==> config.mk <==
export PLATFORM = sky130hd
export DESIGN_NAME = instr_fetch_queue
export DESIGN_NICKNAME = d
export VERILOG_FILES = /design/src/rtl/fetch_pkg.sv /design/src/rtl/fetch_fifo.sv /design/src/rtl/instr_fetch_queue.sv
export SDC_FILE = /design/constraint.sdc
export NUM_CORES = 1
export LEC_CHECK = 0
export CELL_PAD_IN_SITES_DETAIL_PLACEMENT = 0
export CELL_PAD_IN_SITES_GLOBAL_PLACEMENT = 1
export CORE_AREA = 2 2 253 255
export CTS_CLUSTER_SIZE = 8
export DETAILED_ROUTE_END_ITERATION = 7
export DIE_AREA = 0 0 255 257
export HOLD_SLACK_MARGIN = 0.15
export PLACE_DENSITY_LB_ADDON = 0.3
export SKIP_CTS_REPAIR_TIMING = 1
export SLEW_MARGIN = 20
export SYNTH_ARGS = -nofsm -noshare
export SYNTH_HDL_FRONTEND = slang
export SYNTH_HIERARCHICAL = 1
export SYNTH_SLANG_ARGS = --single-unit
export TNS_END_PERCENT = 100
==> constraint.sdc <==
create_clock -name clk -period 3.2 [get_ports clk]
set_input_delay 0.64 -clock clk [delete_from_list [all_inputs] [get_ports clk]]
set_output_delay 0.64 -clock clk [all_outputs]
set_load 0.02 [all_outputs]
==> src/rtl/fetch_pkg.sv <==
`default_nettype none
// ============================================================================
// Module      : fetch_pkg
// Description : Shared constants and types for the instruction fetch queue.
// Revision    : 1.0 - initial release
// ============================================================================
package fetch_pkg;

  localparam int          INSTR_W   = 32;
  localparam logic [31:0] PC_STEP   = 32'd4;
  localparam logic [31:0] NOP_INSTR = 32'h0000_0000;  // ADD r0,r0,r0

  typedef enum logic [1:0] {
    IDLE    = 2'd0,
    REQ     = 2'd1,
    DISCARD = 2'd2
  } fetch_state_t;

  // One queued fetch: PC in the upper half, instruction word in the lower half
  typedef struct packed {
    logic [INSTR_W-1:0] pc;
    logic [INSTR_W-1:0] instr;
  } fetch_entry_t;

endpackage
`default_nettype wire

==> src/rtl/fetch_fifo.sv <==
`default_nettype none
// ============================================================================
// Module      : fetch_fifo
// Description : Small synchronous FIFO with flush. No bypass: a pushed entry
//               is visible at the head one cycle later.
// Revision    : 1.0 - initial release
// ============================================================================
module fetch_fifo #(
  parameter int DEPTH = 4,
  parameter int WIDTH = 64
) (
  input  logic                       clk,
  input  logic                       reset,
  input  logic                       push,
  input  logic [WIDTH-1:0]           push_data,
  input  logic                       pop,
  input  logic                       flush,
  output logic [$clog2(DEPTH+1)-1:0] count,
  output logic [WIDTH-1:0]           head
);

  localparam int PTR_W = $clog2(DEPTH);
  localparam int CNT_W = $clog2(DEPTH+1);

  logic [WIDTH-1:0] mem [DEPTH];
  logic [PTR_W-1:0] wr_ptr;
  logic [PTR_W-1:0] rd_ptr;

  // Storage array; stale contents are harmless because count gates validity
  always_ff @(posedge clk) begin
    if (push && !flush) begin
      mem[wr_ptr] <= push_data;
    end
  end

  // Pointer and occupancy tracking; flush behaves like a reset of the queue
  always_ff @(posedge clk) begin
    if (reset || flush) begin
      wr_ptr <= '0;
      rd_ptr <= '0;
      count  <= '0;
    end else begin
      if (push) begin
        wr_ptr <= wr_ptr + PTR_W'(1);
      end
      if (pop) begin
        rd_ptr <= rd_ptr + PTR_W'(1);
      end
      case ({push, pop})
        2'b10:   count <= count + CNT_W'(1);
        2'b01:   count <= count - CNT_W'(1);
        default: count <= count;
      endcase
    end
  end

  assign head = mem[rd_ptr];

endmodule
`default_nettype wire

==> src/rtl/instr_fetch_queue.sv <==
`default_nettype none
// ============================================================================
// Module      : instr_fetch_queue
// Description : Fetch stage: issues word-address requests to instruction
//               memory, buffers returned words with their PC and presents
//               them to the decoder. Redirect flushes the queue and squashes
//               any in-flight fetch.
//               Optional macro FETCH_STATS_EN adds stall/squash counters.
// Revision    : 1.0 - initial release
// ============================================================================
module instr_fetch_queue
  import fetch_pkg::*;
#(
  parameter int          DEPTH    = 4,
  parameter logic [31:0] RESET_PC = 32'h0
) (
  input  logic                       clk,
  input  logic                       reset,
  output logic                       imem_req,
  output logic [31:0]                imem_addr,
  input  logic                       imem_ack,
  input  logic [31:0]                imem_rdata,
  input  logic                       redirect_valid,
  input  logic [31:0]                redirect_pc,
  output logic                       instr_valid,
  output logic [31:0]                instr_out,
  output logic [31:0]                instr_pc,
  input  logic                       instr_ready,
  output logic [$clog2(DEPTH+1)-1:0] queue_count
`ifdef FETCH_STATS_EN
  ,
  output logic [31:0]                stall_cycles,
  output logic [15:0]                squash_count
`endif
);

  localparam int                CNT_W   = $clog2(DEPTH+1);
  localparam logic [CNT_W-1:0]  DEPTH_C = CNT_W'(DEPTH);

  fetch_state_t     state;
  logic [31:0]      fetch_pc;
  logic [31:0]      addr_q;
  logic [CNT_W-1:0] count;
  fetch_entry_t     head;
  fetch_entry_t     push_entry;
  logic             push;
  logic             pop;
  logic [CNT_W-1:0] count_after_pop;
  logic [CNT_W-1:0] count_after;
  logic [31:0]      redirect_aligned;
  logic             unused_redirect_lsbs;

  assign redirect_aligned     = {redirect_pc[31:2], 2'b00};
  assign unused_redirect_lsbs = ^redirect_pc[1:0];

  // A redirect squashes both the returning word and any same-cycle pop
  assign push            = (state == REQ) && imem_ack && !redirect_valid;
  assign pop             = instr_valid && instr_ready && !redirect_valid;
  assign count_after_pop = count - CNT_W'(pop);
  assign count_after     = count_after_pop + CNT_W'(push);

  assign push_entry.pc    = fetch_pc;
  assign push_entry.instr = imem_rdata;

  fetch_fifo #(
    .DEPTH (DEPTH),
    .WIDTH ($bits(fetch_entry_t))
  ) u_fifo (
    .clk       (clk),
    .reset     (reset),
    .push      (push),
    .push_data (push_entry),
    .pop       (pop),
    .flush     (redirect_valid),
    .count     (count),
    .head      (head)
  );

  // Fetch FSM; addr_q freezes on the squashed address while in DISCARD
  always_ff @(posedge clk) begin
    if (reset) begin
      state    <= IDLE;
      fetch_pc <= RESET_PC;
      addr_q   <= RESET_PC;
    end else begin
      case (state)
        IDLE: begin
          if (redirect_valid) begin
            fetch_pc <= redirect_aligned;
            addr_q   <= redirect_aligned;
          end else if (count_after_pop < DEPTH_C) begin
            // Slot is reserved now, so the eventual push cannot overflow
            state  <= REQ;
            addr_q <= fetch_pc;
          end
        end
        REQ: begin
          if (redirect_valid) begin
            fetch_pc <= redirect_aligned;
            if (imem_ack) begin
              state  <= IDLE;
              addr_q <= redirect_aligned;
            end else begin
              state <= DISCARD;
            end
          end else if (imem_ack) begin
            fetch_pc <= fetch_pc + PC_STEP;
            addr_q   <= fetch_pc + PC_STEP;
            state    <= (count_after < DEPTH_C) ? REQ : IDLE;
          end
        end
        DISCARD: begin
          if (redirect_valid) begin
            fetch_pc <= redirect_aligned;
          end
          if (imem_ack) begin
            state  <= IDLE;
            addr_q <= redirect_valid ? redirect_aligned : fetch_pc;
          end
        end
        default: begin
          state <= IDLE;
        end
      endcase
    end
  end

  assign imem_req    = (state == REQ) || (state == DISCARD);
  assign imem_addr   = addr_q;
  assign queue_count = count;
  assign instr_valid = (count != '0);
  assign instr_out   = instr_valid ? head.instr : NOP_INSTR;
  assign instr_pc    = instr_valid ? head.pc    : 32'h0;

`ifdef FETCH_STATS_EN
  // Saturating counters for decoder starvation/backpressure and squashes
  always_ff @(posedge clk) begin
    if (reset) begin
      stall_cycles <= '0;
      squash_count <= '0;
    end else begin
      if (!(instr_valid && instr_ready) && (stall_cycles != '1)) begin
        stall_cycles <= stall_cycles + 32'd1;
      end
      if (redirect_valid && ((count != '0) || (state != IDLE)) &&
          (squash_count != '1)) begin
        squash_count <= squash_count + 16'd1;
      end
    end
  end
`endif

endmodule
`default_nettype wire

* Yosys cells after proc, flatten, opt, wreduce, memory -nomap -nowiden
Memory sizes are Yosys's and may differ from the RTL's. A register that Yosys moved wholly into a read port is not among the register bits. Cells that the tools add are included. Widths: inputs -> output; s select.
Storage, ports and cells: register bits 73, memory bits (writable) 256, output and inout bits 101, memories 1
Memories:
- u_fifo.mem | words 4, bits a word 64, read ports 1, clocked after memory_dff 1, write ports 1, RTL line fetch_fifo.sv:25 | logic [WIDTH-1:0] mem [DEPTH];
Cells by class: $add $sub $neg 7, $lt $le $gt $ge 2, equality and inequality tests 10, mux-type cells 25, reductions and logical operators 17
Operators with widths (number):
- $mux 32 | 10
- $pmux 32 s3 | 1
- $pmux 32 s2 | 1
- $add 32x3->32 const B | 1
- $mux 2 | 8
- $ne 2x2->1 const B | 4
- $reduce_and 4->1 | 2
- $lt 3x3->1 const B | 2
- $ne 3x3->1 const B | 2
- $pmux 2 s3 | 1
- $pmux 3 s2 | 1
- $reduce_bool 3->1 | 2
- $logic_and 1x1->1 | 5
- $add 2x1->2 const B | 2
- $eq 2x1->1 const B | 2
- $eq 2x2->1 const B | 2
- $reduce_bool 2->1 | 2
- $add 3x1->3 | 1
- $add 3x1->3 const B | 1
- $mux 1 | 3
- $sub 3x1->3 | 1
- $sub 3x1->3 const B | 1
- $logic_not 2->1 | 1
- $logic_or 1x1->1 | 2
- other kinds (3) | 3

* Longest topological paths before layout
word-level depth 10, gate-level depth with buffers 11, depth with buffers taken out 10

* By module
The synthesis kept the hierarchy.
By module, submodules not included:
- fetch_fifo | instances 1, cells an instance 377, area an instance 9733.1 µm², sequential area each 7867.5 µm²
- instr_fetch_queue | instances 1, cells an instance 628, area an instance 4610.7 µm², sequential area each 1321.3 µm²

* Worst setup path before layout
No wires, ideal clock.
path kind register -> register, start register state[1], end memory u_fifo.mem[0][0] (enable), setup time 0.429 ns, arrival 3.016 ns, slack -0.245 ns, cell stages (with the launch flop) 9, buffers on the path 1, path through dfxtp_1 > inv_1 > ha_1 > clkbuf_1 > nor2b_1 > and2_1 > inv_1 > nor2_1 > and2_1
On the way: word-level cells in the longest chain between the ends 6
Ends and longest elaborated chain:
- from (decl) | RTL line instr_fetch_queue.sv:40 | fetch_state_t state;
- from (signal assigned) | RTL line instr_fetch_queue.sv:109 | state <= (count_after < DEPTH_C) ? REQ : IDLE;
- $eq 2x1->1 | RTL line instr_fetch_queue.sv:57 | assign push = (state == REQ) && imem_ack && !redirect_valid;
- $logic_and 1x1->1 (2 in a row) | RTL line instr_fetch_queue.sv:57
- net push | RTL line instr_fetch_queue.sv:46 | logic push;
- $logic_and 1x1->1 | RTL line fetch_fifo.sv:31 | if (push && !flush) begin
- $mux 1 | RTL line fetch_fifo.sv:31
- $mux 1 (implied by the code) | RTL line fetch_fifo.sv:32 | mem[wr_ptr] <= push_data;
- to (decl) | RTL line fetch_fifo.sv:25
The timed path passes the listed nets, and every way through them passes these cells.

==> impl_metrics.csv <==
group,metric,value,unit
cells_and_area,area_growth,32.2,%
timing,hold_viol,0,
worst_hold_path,min-delay-path-class,"flop to flop",
critical_path,cp_cell_sequence,"buf_16, mux4_2, and2_1, clkdlybuf4s50_1",
power_and_ir_drop,power,12.4,mW
yosys,synth-edff-count,256,
route,drt_iter0_markers,588,
power_and_ir_drop,combPwrFrac,19.1,%
cells_and_area,drive_above_1_share,15.8,%
clock_tree,cts_buffers,48,
cells_and_area,nFillCells,6302,
critical_path,cp.required,2560,ps
yosys,syn_avg_cell_area,14.3,um2
floorplanning,fp.dieH,257,um
critical_path,cp-end-kind,"output port",
floorplanning,die_w,255,um
power_and_ir_drop,pwr-share-seq,42.7,%
route,vias_per_cell,4.51,
timing,fin_crit_sh,96.8,%
timing,fmax,323,MHz
power_and_ir_drop,p_int,8.86,mW
placed_design,gp_congestion,0.802,
critical_path,critPathSlowestCell,"mux4_2",
cells_and_area,final_cell_mix,"edfxtp_1 (256), clkdlybuf4s50_1 (124), dfxtp_1 (73)",
critical_path,setup.worst_path.start_class,"flop",
route,wl,43.7,mm
placed_design,placed_area,17400,um2
floorplanning,ioPinCount,170,
cells_and_area,final_common_cell,"edfxtp_1",
critical_path,cp_top_family,"buffers and inverters",
route,drt_pass1_iterations,5,
critical_path,slowest_delay,550,ps
clock_tree,htree_num_levels,2,
clock_tree,root_buffer,"clkbuf_16",
yosys,synthArstFlopShare,0,%
global_route,grt_usage,13.2,%
global_route,grt_antenna_before_repair,1,
clock_tree,clockBufferDepth,3,
placed_design,io_buffers,167,
yosys,synth-seq-cells,331,
global_route,grt_pass1_vias,9773,
job,max_cap_violations,0,
critical_path,ff2ff_setup_slack,280,ps
yosys,synth.distinct_cells,68,
route,ant_nets,0,
power_and_ir_drop,switching_power,3.51,mW
route,route.detailed.drc,0,
cells_and_area,post-route-util,30.2,%
timing,slew_headroom,48.9,%
yosys,ys_seq_area_share,64.1,%
placed_design,dp_hpwl,29.0,mm
yosys,syn_area,14300,um2
cells_and_area,diodes,0,
yosys,syn_nets,1086,
global_route,grt_pass1_wl,64.2,mm
global_route,grt_overflow,0,
cells_and_area,nets,1295,
route,drt-wirelength-per-cell,20.8,um
yosys,ys.flop_type,"edfxtp_1",
floorplanning,rows,92,
clock_tree,clk_latency,560,ps
timing,post-route-min-period,3100,ps
power_and_ir_drop,pwr_density_cell,652,nW/um2
power_and_ir_drop,p_leak,6.79,nW
power_and_ir_drop,pwr-share-clk,38.3,%
critical_path,arrival,2460,ps
yosys,yosysWarnings,6,
global_route,grt_start_max_net_pins,66,
critical_path,worst-path-buf-inv,2,
critical_path,worstSetupPathType,"flop to output port",
cells_and_area,stdcell_area,19000,um2
yosys,synthCells,1005,
floorplanning,initial_core_util,22.9,%
power_and_ir_drop,switching_share,28.4,%
clock_tree,tritoncts,"done",
clock_tree,cts.sink_count,331,
timing,final_max_slew_viol_count,0,
timing,setup_viol,0,
floorplanning,core_area,62700,um2
timing,finalClockSkew,17.7,ps
critical_path,worstPathMaxFanout,21,
route,vias,9451,
timing,tightest_slew,767,ps
floorplanning,die-area,65500,um2
power_and_ir_drop,ir_drop,0.317,mV
outcome,status,"finished, final reports clean",
clock_tree,clk_pin_slew,50,ps
## layer usage
metal | GRT usage, % | part of all wire (%) | vias to the layer above
li1 | - | - | 4326
met4 | 3.46 | 1.9 | 2
met3 | 3.10 | 6.2 | 56
met5 | 0 | 0.037 | -
met1 | 17.6 | 45 | 4808
met2 | 21.4 | 47 | 259
## logic make-up after synthesis
family	after synthesis	synth area share, %
buffers and inverters	87	3.11
AOI/OAI and AO/OA	173	7.99
and+or+nand+nor	299	11.1
xor gates and xnor gates	30	1.83
muxes	73	10.8
DFF	331	64.1
adders and majority gates	12	1.10
## layout make-up
type                            instances  area, um2  share of cell area (%)
Tap cell                              846       1060                    5.58
Inverter                               17       63.8                   0.337
Timing Repair Buffer                  229       2500                    13.2
Sequential cell                       331       9200                    48.5
Multi-Input combinational cell        587       4740                    25.0
Clock buffer                           87       1400                    7.38
## registers in the layout (all words and copies together) (netlist names), named ones only
register and flops:
state 2, imem_addr 32, u_fifo/wr_ptr 2, u_fifo/count 3, u_fifo/mem 256, fetch_pc 32, u_fifo/rd_ptr 2
## cell usage after synthesis (10+ instances only)
master | count | share of area, %
edfxtp_1 | 256 | 54
dfxtp_1 | 75 | 10
and2_1 | 70 | 3.1
mux4_2 | 60 | 9.4
nor2_1 | 56 | 1.5
nand2_1 | 48 | 1.3
a21oi_1 | 47 | 1.6
clkbuf_1 | 46 | 1.2
nand3_1 | 31 | 1.1
o21ai_0 | 24 | 0.84
nor3_1 | 23 | 0.80
xnor2_1 | 17 | 1.0
inv_1 | 16 | 0.42
a31oi_1 | 14 | 0.61
and3_1 | 13 | 0.57
nand4_1 | 13 | 0.57
xor2_1 | 13 | 0.79
buf_2 | 11 | 0.38
ha_1 | 11 | 0.96
o211ai_1 | 11 | 0.58
or3_1 | 11 | 0.48
o22ai_1 | 10 | 0.44
## stage by stage
stage	hold slack [ps]	instances	worst slack, ps	setup TNS, ps
after floorplan	455	1005	189	0
after global placement	444	2007	141	0
after detailed placement	452	2007	151	0
after CTS	461	2094	-227	-10270
after global routing	487	2097	-0.433	-0.433
final	456	2097	101	0
## final timing paths
path                           startpoint                    endpoint  depth (start not counted)
max                                  flop                 instr_pc[6]                          4
min             imem_addr[9]$_SDFFE_PP0P_   imem_addr[9]$_SDFFE_PP0P_                          2
max reg2reg  u_fifo/count[2]$_SDFFE_PP0P_  imem_addr[21]$_SDFFE_PP0P_                         10
min reg2reg     imem_addr[9]$_SDFFE_PP0P_   imem_addr[9]$_SDFFE_PP0P_                          2
## power by group through the flow
stage               Clock [mW]  Sequential, mW  Combinational [mW]
detailed placement           0            5.36                2.36
global route              5.07            5.33                2.55
floorplan                    0            5.36                1.11
finish                    4.73            5.28                2.36
CTS                       4.91            5.28                2.38
global placement             0            5.35                2.36
## tightest hold or removal path, delay by kind of cell (launching register included)
family          cells  cell delay, ps
simple gates        1              50
compound gates      1              50
flops               1             300
Power figures use the tool's default switching activity.
